--- src/rtl/cache_pkg.sv ---
// Shared types and constants for the L2 request arbiter slice.
// FSM encoding, requester indices and counter helper.
package cache_pkg;

    localparam int DEF_ADDR_W = 11;

    localparam int REQ_L1I = 0;
    localparam int REQ_L1D = 1;

    typedef enum logic [1:0] {
        ST_IDLE,
        ST_ISSUE,
        ST_WAIT,
        ST_RESPOND
    } arb_state_t;

    function automatic logic [31:0] sat_inc(input logic [31:0] v);
        return (&v) ? v : v + 32'd1;
    endfunction

endpackage

--- src/rtl/l2_req_arbiter_if.sv ---
// Requester and L2 handshake bundle for l2_req_arbiter.
// slave = arbiter view, master = requesters plus L2 model view.
interface l2_req_arbiter_if #(
    parameter int ADDR_W = 11
);
    logic [1:0]        req_valid;
    logic [ADDR_W-1:0] req_addr0;
    logic [ADDR_W-1:0] req_addr1;
    logic [1:0]        req_ready;
    logic [1:0]        resp_valid;
    logic              resp_hit;
    logic              resp_err;
    logic              l2_req_valid;
    logic              l2_req_ready;
    logic [ADDR_W-1:0] l2_req_addr;
    logic              l2_resp_valid;
    logic              l2_resp_hit;

    modport slave (
        input  req_valid, req_addr0, req_addr1,
        input  l2_req_ready, l2_resp_valid, l2_resp_hit,
        output req_ready, resp_valid, resp_hit, resp_err,
        output l2_req_valid, l2_req_addr
    );

    modport master (
        output req_valid, req_addr0, req_addr1,
        output l2_req_ready, l2_resp_valid, l2_resp_hit,
        input  req_ready, resp_valid, resp_hit, resp_err,
        input  l2_req_valid, l2_req_addr
    );
endinterface

--- src/rtl/rr_arb2.sv ---
// Two-way round-robin winner select; grant is one-hot or zero.
module rr_arb2 (
    input  logic [1:0] valid,
    input  logic       last_grant,
    output logic [1:0] grant
);
    always_comb begin
        grant = 2'b00;
        unique case (valid)
            2'b01:   grant = 2'b01;
            2'b10:   grant = 2'b10;
            2'b11:   grant = last_grant ? 2'b01 : 2'b10;
            default: grant = 2'b00;
        endcase
    end
endmodule

--- src/rtl/l2_req_arbiter.sv ---
// Arbitrates L1-I / L1-D misses onto one L2 port, one access in flight.
module l2_req_arbiter
    import cache_pkg::*;
#(
    parameter int ADDR_W  = DEF_ADDR_W,
    parameter int TIMEOUT = 255
) (
    input  logic        clk,
    input  logic        rst_n,
    l2_req_arbiter_if.slave bus,
    output logic [31:0] grant_cnt0,
    output logic [31:0] grant_cnt1,
    output logic [31:0] timeout_cnt
);
    localparam logic [8:0] TO_LIM = 9'(TIMEOUT);

    arb_state_t        state;
    logic [1:0]        grant;
    logic              last_grant;
    logic              gidx;
    logic              win;
    logic              hs;
    logic [8:0]        wait_cnt;
    logic [ADDR_W-1:0] addr_sel;

    rr_arb2 u_rr (
        .valid      (bus.req_valid),
        .last_grant (last_grant),
        .grant      (grant)
    );

    // Ready only leaves the block in IDLE, and never while in reset.
    assign bus.req_ready = (state == ST_IDLE && rst_n) ? grant : 2'b00;
    assign hs       = |(bus.req_valid & bus.req_ready);
    assign win      = grant[REQ_L1D];
    assign addr_sel = win ? bus.req_addr1 : bus.req_addr0;

    always_ff @(posedge clk or negedge rst_n) begin
        if (!rst_n) begin
            state            <= ST_IDLE;
            last_grant       <= 1'b1;
            gidx             <= 1'b0;
            wait_cnt         <= '0;
            grant_cnt0       <= '0;
            grant_cnt1       <= '0;
            timeout_cnt      <= '0;
            bus.resp_valid   <= 2'b00;
            bus.resp_hit     <= 1'b0;
            bus.resp_err     <= 1'b0;
            bus.l2_req_valid <= 1'b0;
            bus.l2_req_addr  <= '0;
        end else begin
            unique case (state)
                ST_IDLE: begin
                    if (hs) begin
                        gidx             <= win;
                        last_grant       <= win;
                        bus.l2_req_addr  <= addr_sel;
                        bus.l2_req_valid <= 1'b1;
                        if (win) grant_cnt1 <= sat_inc(grant_cnt1);
                        else     grant_cnt0 <= sat_inc(grant_cnt0);
                        state <= ST_ISSUE;
                    end
                end
                ST_ISSUE: begin
                    if (bus.l2_req_ready) begin
                        bus.l2_req_valid <= 1'b0;
                        wait_cnt         <= '0;
                        state            <= ST_WAIT;
                    end
                end
                ST_WAIT: begin
                    // A response landing on the timeout cycle takes priority.
                    if (bus.l2_resp_valid) begin
                        bus.resp_hit   <= bus.l2_resp_hit;
                        bus.resp_err   <= 1'b0;
                        bus.resp_valid <= gidx ? 2'b10 : 2'b01;
                        state          <= ST_RESPOND;
                    end else if (wait_cnt + 9'd1 == TO_LIM) begin
                        bus.resp_hit   <= 1'b0;
                        bus.resp_err   <= 1'b1;
                        bus.resp_valid <= gidx ? 2'b10 : 2'b01;
                        timeout_cnt    <= sat_inc(timeout_cnt);
                        state          <= ST_RESPOND;
                    end else begin
                        wait_cnt <= wait_cnt + 9'd1;
                    end
                end
                ST_RESPOND: begin
                    bus.resp_valid <= 2'b00;
                    state          <= ST_IDLE;
                end
                default: state <= ST_IDLE;
            endcase
        end
    end
endmodule
--- src/flat_wrapper.sv ---
// flat-port wrapper written by rule: the top's interface ports become plain ports
module l2_req_arbiter_flat import cache_pkg::*;
#(
    parameter int ADDR_W  = DEF_ADDR_W,
    parameter int TIMEOUT = 255
)
  (clk, rst_n, grant_cnt0, grant_cnt1, timeout_cnt, bus_req_valid, bus_req_addr0, bus_req_addr1, bus_l2_req_ready, bus_l2_resp_valid, bus_l2_resp_hit, bus_req_ready, bus_resp_valid, bus_resp_hit, bus_resp_err, bus_l2_req_valid, bus_l2_req_addr);
  l2_req_arbiter_if #(.ADDR_W(ADDR_W)) bus_i ();
  input  logic clk;
  input  logic rst_n;
  output logic [31:0] grant_cnt0;
  output logic [31:0] grant_cnt1;
  output logic [31:0] timeout_cnt;
  input wire logic [$bits(bus_i.req_valid)-1:0] bus_req_valid;
  input wire logic [$bits(bus_i.req_addr0)-1:0] bus_req_addr0;
  input wire logic [$bits(bus_i.req_addr1)-1:0] bus_req_addr1;
  input wire logic [$bits(bus_i.l2_req_ready)-1:0] bus_l2_req_ready;
  input wire logic [$bits(bus_i.l2_resp_valid)-1:0] bus_l2_resp_valid;
  input wire logic [$bits(bus_i.l2_resp_hit)-1:0] bus_l2_resp_hit;
  output wire logic [$bits(bus_i.req_ready)-1:0] bus_req_ready;
  output wire logic [$bits(bus_i.resp_valid)-1:0] bus_resp_valid;
  output wire logic [$bits(bus_i.resp_hit)-1:0] bus_resp_hit;
  output wire logic [$bits(bus_i.resp_err)-1:0] bus_resp_err;
  output wire logic [$bits(bus_i.l2_req_valid)-1:0] bus_l2_req_valid;
  output wire logic [$bits(bus_i.l2_req_addr)-1:0] bus_l2_req_addr;
  assign bus_i.req_valid = bus_req_valid;
  assign bus_i.req_addr0 = bus_req_addr0;
  assign bus_i.req_addr1 = bus_req_addr1;
  assign bus_i.l2_req_ready = bus_l2_req_ready;
  assign bus_i.l2_resp_valid = bus_l2_resp_valid;
  assign bus_i.l2_resp_hit = bus_l2_resp_hit;
  assign bus_req_ready = bus_i.req_ready;
  assign bus_resp_valid = bus_i.resp_valid;
  assign bus_resp_hit = bus_i.resp_hit;
  assign bus_resp_err = bus_i.resp_err;
  assign bus_l2_req_valid = bus_i.l2_req_valid;
  assign bus_l2_req_addr = bus_i.l2_req_addr;
  l2_req_arbiter #(.ADDR_W(ADDR_W), .TIMEOUT(TIMEOUT)) u_core (.clk(clk), .rst_n(rst_n), .bus(bus_i), .grant_cnt0(grant_cnt0), .grant_cnt1(grant_cnt1), .timeout_cnt(timeout_cnt));
endmodule
--- config.mk ---
export PLATFORM = sky130hd
export DESIGN_NAME = l2_req_arbiter_flat
export DESIGN_NICKNAME = d
export VERILOG_FILES = /design/src/rtl/cache_pkg.sv /design/src/rtl/l2_req_arbiter_if.sv /design/src/rtl/rr_arb2.sv /design/src/rtl/l2_req_arbiter.sv /design/src/flat_wrapper.sv
export SDC_FILE = /design/constraint.sdc
export NUM_CORES = 1
export LEC_CHECK = 0
export ABC_AREA = 1
export CORE_MARGIN = 3
export CORE_UTILIZATION = 40
export DETAILED_ROUTE_END_ITERATION = 16
export PLACE_DENSITY = 0.62
export SYNTH_ARGS = -nofsm -noshare
export SYNTH_HDL_FRONTEND = slang
export SYNTH_HIERARCHICAL = 1
export SYNTH_SLANG_ARGS = --single-unit
--- constraint.sdc ---
create_clock -name clk -period 2.2 [get_ports clk]
set_input_delay 0.44 -clock clk [delete_from_list [all_inputs] [get_ports clk]]
set_output_delay 0.44 -clock clk [all_outputs]
set_load 0.005 [all_outputs]
======== Word level (Yosys, flattened, before mapping) ========
Cells that the tools add are included.
operators by class
  add/sub/neg operators ................... 4
  eq/ne operators ......................... 12
  multiplexer cells ....................... 24
  bitwise operators ....................... 6
  reduce and logical (&&, ||, !) cells .... 19
operators with widths
  kind                                                 count
  adder 32 x 1 -> 32 bit, second input constant        3
  AND reduction 32 bit                                 3
  2-to-1 mux 9 bit                                     3
  2-to-1 mux 2 bit                                     9
  one-hot mux 9 bit (2 select lines)                   1
  AND reduction 4 bit                                  4
  2-to-1 mux 11 bit                                    1
  adder 9 x 1 -> 9 bit, second input constant          1
  equality test 9 x 8 -> 1 bit, second input constant  1
  equality test 2 bit, second input constant           4
  one-hot mux 2 bit (4 select lines)                   1
  nonzero test 2 bit                                   4
  2-to-1 mux 1 bit                                     6
  != test 2 bit, second input constant                 3
  one-hot mux 2 bit (3 select lines)                   1
  AND reduction 2 bit                                  3
  AND reduction 3 bit                                  2
  inverter 1 bit                                       5
  equality test 2 x 1 -> 1 bit, second input constant  2
  one-hot mux 2 bit (2 select lines)                   1
  != test 3 x 2 -> 1 bit, second input constant        1
  bitwise AND 2 bit                                    1
  zero test 2 bit                                      1
  != test 2 x 1 -> 1 bit, second input constant        1
  other kinds (3)                                      3
storage, ports and cells
  register bits ........................... 125
  bits of input ports ..................... 29
  output and inout bits ................... 114
  logic and storage cells ................. 77

======== Depth between registers and ports, before layout ========
  word-level depth ........................ 7
  depth in mapped cells ................... 14
  depth with buffers taken out ............ 14

======== Hierarchy ========
The synthesis kept the hierarchy.
modules (own cells, without submodules)
  module          times used  cells an instance  area each (um^2)  seq. area each (um^2)
  l2_req_arbiter  1           1058               7489.7            3129.3
  rr_arb2         1           5                  21.3              0.0

======== Worst setup path after synthesis ========
OpenSTA, ideal clock, no wires.
  kind .................................... in2reg
  from .................................... input port bus_req_valid[1]
  to ...................................... register u_core.grant_cnt0[9]
  setup time .............................. 0.066 ns
  arrival time ............................ 1.914 ns
  required time ........................... 2.134 ns
  setup slack ............................. 0.220 ns
  cell stages on the path ................. 13
  path buffers ............................ 1
  cell sequence ........................... inv_1 a21oi_1 inv_1 nor2_1 nand2_1 nand2_2 inv_2 nor2_2 nand2_2 inv_2 buf_6 nand3b_1 nand2_1
between the ends
  cells in the longest elaborated chain, start to end .. 6
  elaborated cells between the ends (all ways) .. 9
  those cells by class .................... eq/ne (3); mux (2); bitwise (2); reduce/logical (2)
RTL lines
  what                                                                        RTL line              RTL
  start: declaration                                                          flat_wrapper.sv:14    input wire logic [$bits(bus_i.req_valid)-1:0] bus_req_valid;
  equality test 2 bit / equality test 2 x 1 -> 1 bit (equally long branches)  rr_arb2.sv:9          unique case (valid)
  one-hot mux 2 bit (3 select lines) (*)                                      rr_arb2.sv:9
  named net u_core.grant[1]                                                   l2_req_arbiter.sv:18  logic [1:0] grant;
  2-to-1 mux 2 bit (*)                                                        l2_req_arbiter.sv:33  assign bus.req_ready = (state == ST_IDLE && rst_n) ? grant : 2'b00;
  named net bus_req_ready[1]                                                  flat_wrapper.sv:20    output wire logic [$bits(bus_i.req_ready)-1:0] bus_req_ready;
  bitwise AND 2 bit (*)                                                       l2_req_arbiter.sv:34  assign hs = |(bus.req_valid & bus.req_ready);
  OR reduction 2 bit (*)                                                      l2_req_arbiter.sv:34
  AND reduction 4 bit (no line) (*)                                           n/a
  end signal: assignment                                                      l2_req_arbiter.sv:61  else grant_cnt0 <= sat_inc(grant_cnt0);
  end: declaration                                                            l2_req_arbiter.sv:11  output logic [31:0] grant_cnt0,
The timed path passes the listed nets; every way through them passes the cells marked *.
A chain may end at the register's enable or synchronous reset.

======== Final worst setup path ========
  from .................................... input port bus_req_valid[1]
  to ...................................... output port bus_req_ready[0]
between the ends
  cells in the longest elaborated chain, start to end .. 3
  elaborated cells between the ends (all ways) .. 5
  those cells by class .................... eq/ne (3); mux (2)
RTL lines
  what                                                                        RTL line
  equality test 2 bit / equality test 2 x 1 -> 1 bit (equally long branches)  rr_arb2.sv:9
  one-hot mux 2 bit (3 select lines) (*)                                      rr_arb2.sv:9
  named net u_core.grant[0]                                                   l2_req_arbiter.sv:18
  2-to-1 mux 2 bit (*)                                                        l2_req_arbiter.sv:33
  end: declaration                                                            flat_wrapper.sv:20
Marks and branches as above.

==> out/results.txt <==
multi-input logic area - 0.00400 mm²
Unique masters post-synth - 30
final worst slack - 134 ps
R2R setup slack - 170 ps
skew final - 9.44 ps
fill cell total of the finished layout - 1,821
final hold vios - 0
initial antenna violation count - 0
outcome - complete, no violations
Die W - 143 µm
synth-to-layout area growth - 34.7%
max_slew headroom - 0.536
Seq. cell area - 0.00313 mm²
Synth Area in Adders - 0.0167
Ys Warns - 6
Detail Route Antenna Nets - 0
PwrDens - 786 mW/mm²
WL final - 21,100 µm
Final Cycle Share - 0.939
Reg clk slew, reported paths - 60 ps
Hold Worst Slack - 102 ps
Worst Path Arrival - 1630 ps
MaxCap Viol Count - 0
io pins - 143
Crit Path Category - input port to primary output
Initial Util - 0.412
Fmax - 484 MHz
startpoint types - input port
H-tree depth - 4
GRT overflow - 0
DRC - 0
post-synthesis cell count - 1,063
clk buf depth - 2
largest family of logic cells by synthesized area - simple AND/OR/NAND/NOR gates
Final #Nets - 1,275
Setup WS pre-CTS - -215 ps
Leak - 4.72 nW
ys async rst share - 1.00
TritonCTS clock tree - built
DIE HEIGHT - 143 µm
final setup vio count - 0
final instance area - 0.0101 mm²
core area - 0.0182 mm²
Crit Path Max Fanout - 3
Inserted Diodes - 0
Worst VDD drop - 0.547 mV
Yosys reg bits - 125
netlist area before placement - 0.00751 mm²
XOR/XNOR Fraction of Synth Area - 0.0898
Pre-antenna DRT Iters - 6
vias per cell - 4.95
vias in the first global route - 6,945
fin util - 0.556
cts hold-fix bufs - 0
Post-synth EDFFs - 0
sequential area share after synthesis - 0.417
Tot GR Track Use - 0.211
Syn Area/Cell - 7.07 µm²
WL/cell - 14.3 µm
nature of the critical path endpoint - primary output
mux cell area share after synthesis - 0
Max Slew Vio Count - 0
compound-cell area share of the yosys netlist - 0.0243
worst slew pin tran - 697 ps
CTS root buffer - clkbuf_16
ys flop type - dfrtp_1
dpl hpwl - 15,400 µm
Iter 0 DRT Violations - 419
Overall Power - 7.95 mW
Site Rows - 49
die area - 0.0205 mm²
routability cong. - 0.956
Worst EP required - 1760 ps
vias - 7,317
layout cell share with drive strength beyond 1 - 0.0713
largest net degree at the start of global routing - 126
syn_nets - 1,102
Simple-Gate Fraction of Synth Area - 0.395
placed standard-cell area - 0.00941 mm²
clock sinks - 125
first-pass GRT wire length - 34,800 µm
CTS buffer count - 17
Period minus WS final - 2070 ps
HP Class - input port to asynchronous set/reset pin
number of buffers added on ports - 142
Worst-Skew Late Latency - 420 ps
cells in the final DEF, fill, tap and decap left out, drive strengths merged, types with 2 or more instances in the layout:
cell,synthesis,layout
nor3,43,43
clkinv,1,4
nand3,87,87
dlygate4sd2,0,3
nand4,19,19
nor3b,3,3
xor2,57,57
o21bai,2,2
bufinv,0,4
xnor2,20,20
nand3b,11,11
o21ai,27,27
clkinvlp,0,4
clkbuf,9,20
ha,10,10
dfrtp,124,124
nand2,430,430
nor2,118,118
buf,16,38
clkdlybuf4s50,0,138
inv,77,77
a21oi,5,5
layer usage:
metal | track usage | part of all wire
met3 | 0.0589 | 0.065
met1 | 0.290 | 0.48
met4 | 0.0470 | 0.0088
met5 | 0 | 0
met2 | 0.332 | 0.45
power by group:
group          internal [mW]  switching [mW]  total (mW)
combinational          0.985           0.929        1.91
sequential              2.65           0.350        3.00
clock                   1.97            1.07        3.04
worst paths after layout:
check                                    startpoint                  endpoint  cells after the start
max                                bus_req_valid[1]          bus_req_ready[0]                      8
min                                           rst_n           u_core/state[0]                      2
max reg2reg                    u_core/grant_cnt1[0]     u_core/grant_cnt1[21]                      7
min reg2reg                u_core/bus.resp_valid[1]  u_core/bus.resp_valid[1]                      2
max in group asynchronous                     rst_n    u_core/timeout_cnt[19]                      2
min in group clk           u_core/bus.resp_valid[1]  u_core/bus.resp_valid[1]                      2
worst max-delay path, cell delays in order:
cell and delay [ps]:
clkdlybuf4s50_1 500, inv_1 70, nand2_1 60, nand2_1 60, inv_1 100, nor2_4 40, buf_4 120, dlygate4sd2_1 250
kinds of logic (layout without fill, tap and decap cells):
kind of cell	Yosys count	after routing
flops	125	125
compound gates	35	35
xor+xnor	77	77
fa+ha+maj	10	10
buf+inv	103	288
simple gates	713	713
Yosys cell counts (9+ instances only):
cell type	count	area (µm²)
o21ai_0	22	110
nand3_1	86	430
nand4_1	19	119
buf_2	10	50.1
inv_1	75	282
dfrtp_1	124	3100
nor3_1	42	210
ha_1	10	125
nor2_1	115	432
nand2_1	427	1600
xnor2_1	20	175
nand3b_1	11	82.6
clkbuf_1	9	33.8
xor2_1	57	499
state kept, by name, summed over array words and instances, names as in the netlist:
register and cells:
u_core/bus.l2_req_addr 11, u_core/bus.l2_req_valid 1, u_core/bus.resp_err 1, u_core/bus.resp_hit 1
u_core/bus.resp_valid 2, u_core/gidx 1, u_core/grant_cnt0 32, u_core/grant_cnt1 32
u_core/last_grant 1, u_core/state 2, u_core/timeout_cnt 32, u_core/wait_cnt 9
final cells by class:
cell class	count	area share
Clock buffer	20	0.0461
Sequential cell	125	0.309
Clock inverter	11	0.0163
Multi-Input combinational cell	835	0.395
Inverter	78	0.0291
Tap cell	229	0.0283
Timing Repair Buffer	179	0.176
stage by stage:
stage          setup TNS, ps  cells
2_1_floorplan              0   1063
3_3_place_gp           -2580   1440
3_5_place_dp           -6530   1440
4_1_cts                    0   1475
5_1_grt                -4.58   1477
6_report                   0   1477
repair_timing:
action / in CTS / in global routing
buffers inserted: 4 / 2
resized for setup: 12 / 2
endpoints found under the setup margin: 2 / 44
pin swaps: 1 / 0
(Power assumes the default switching activity.)
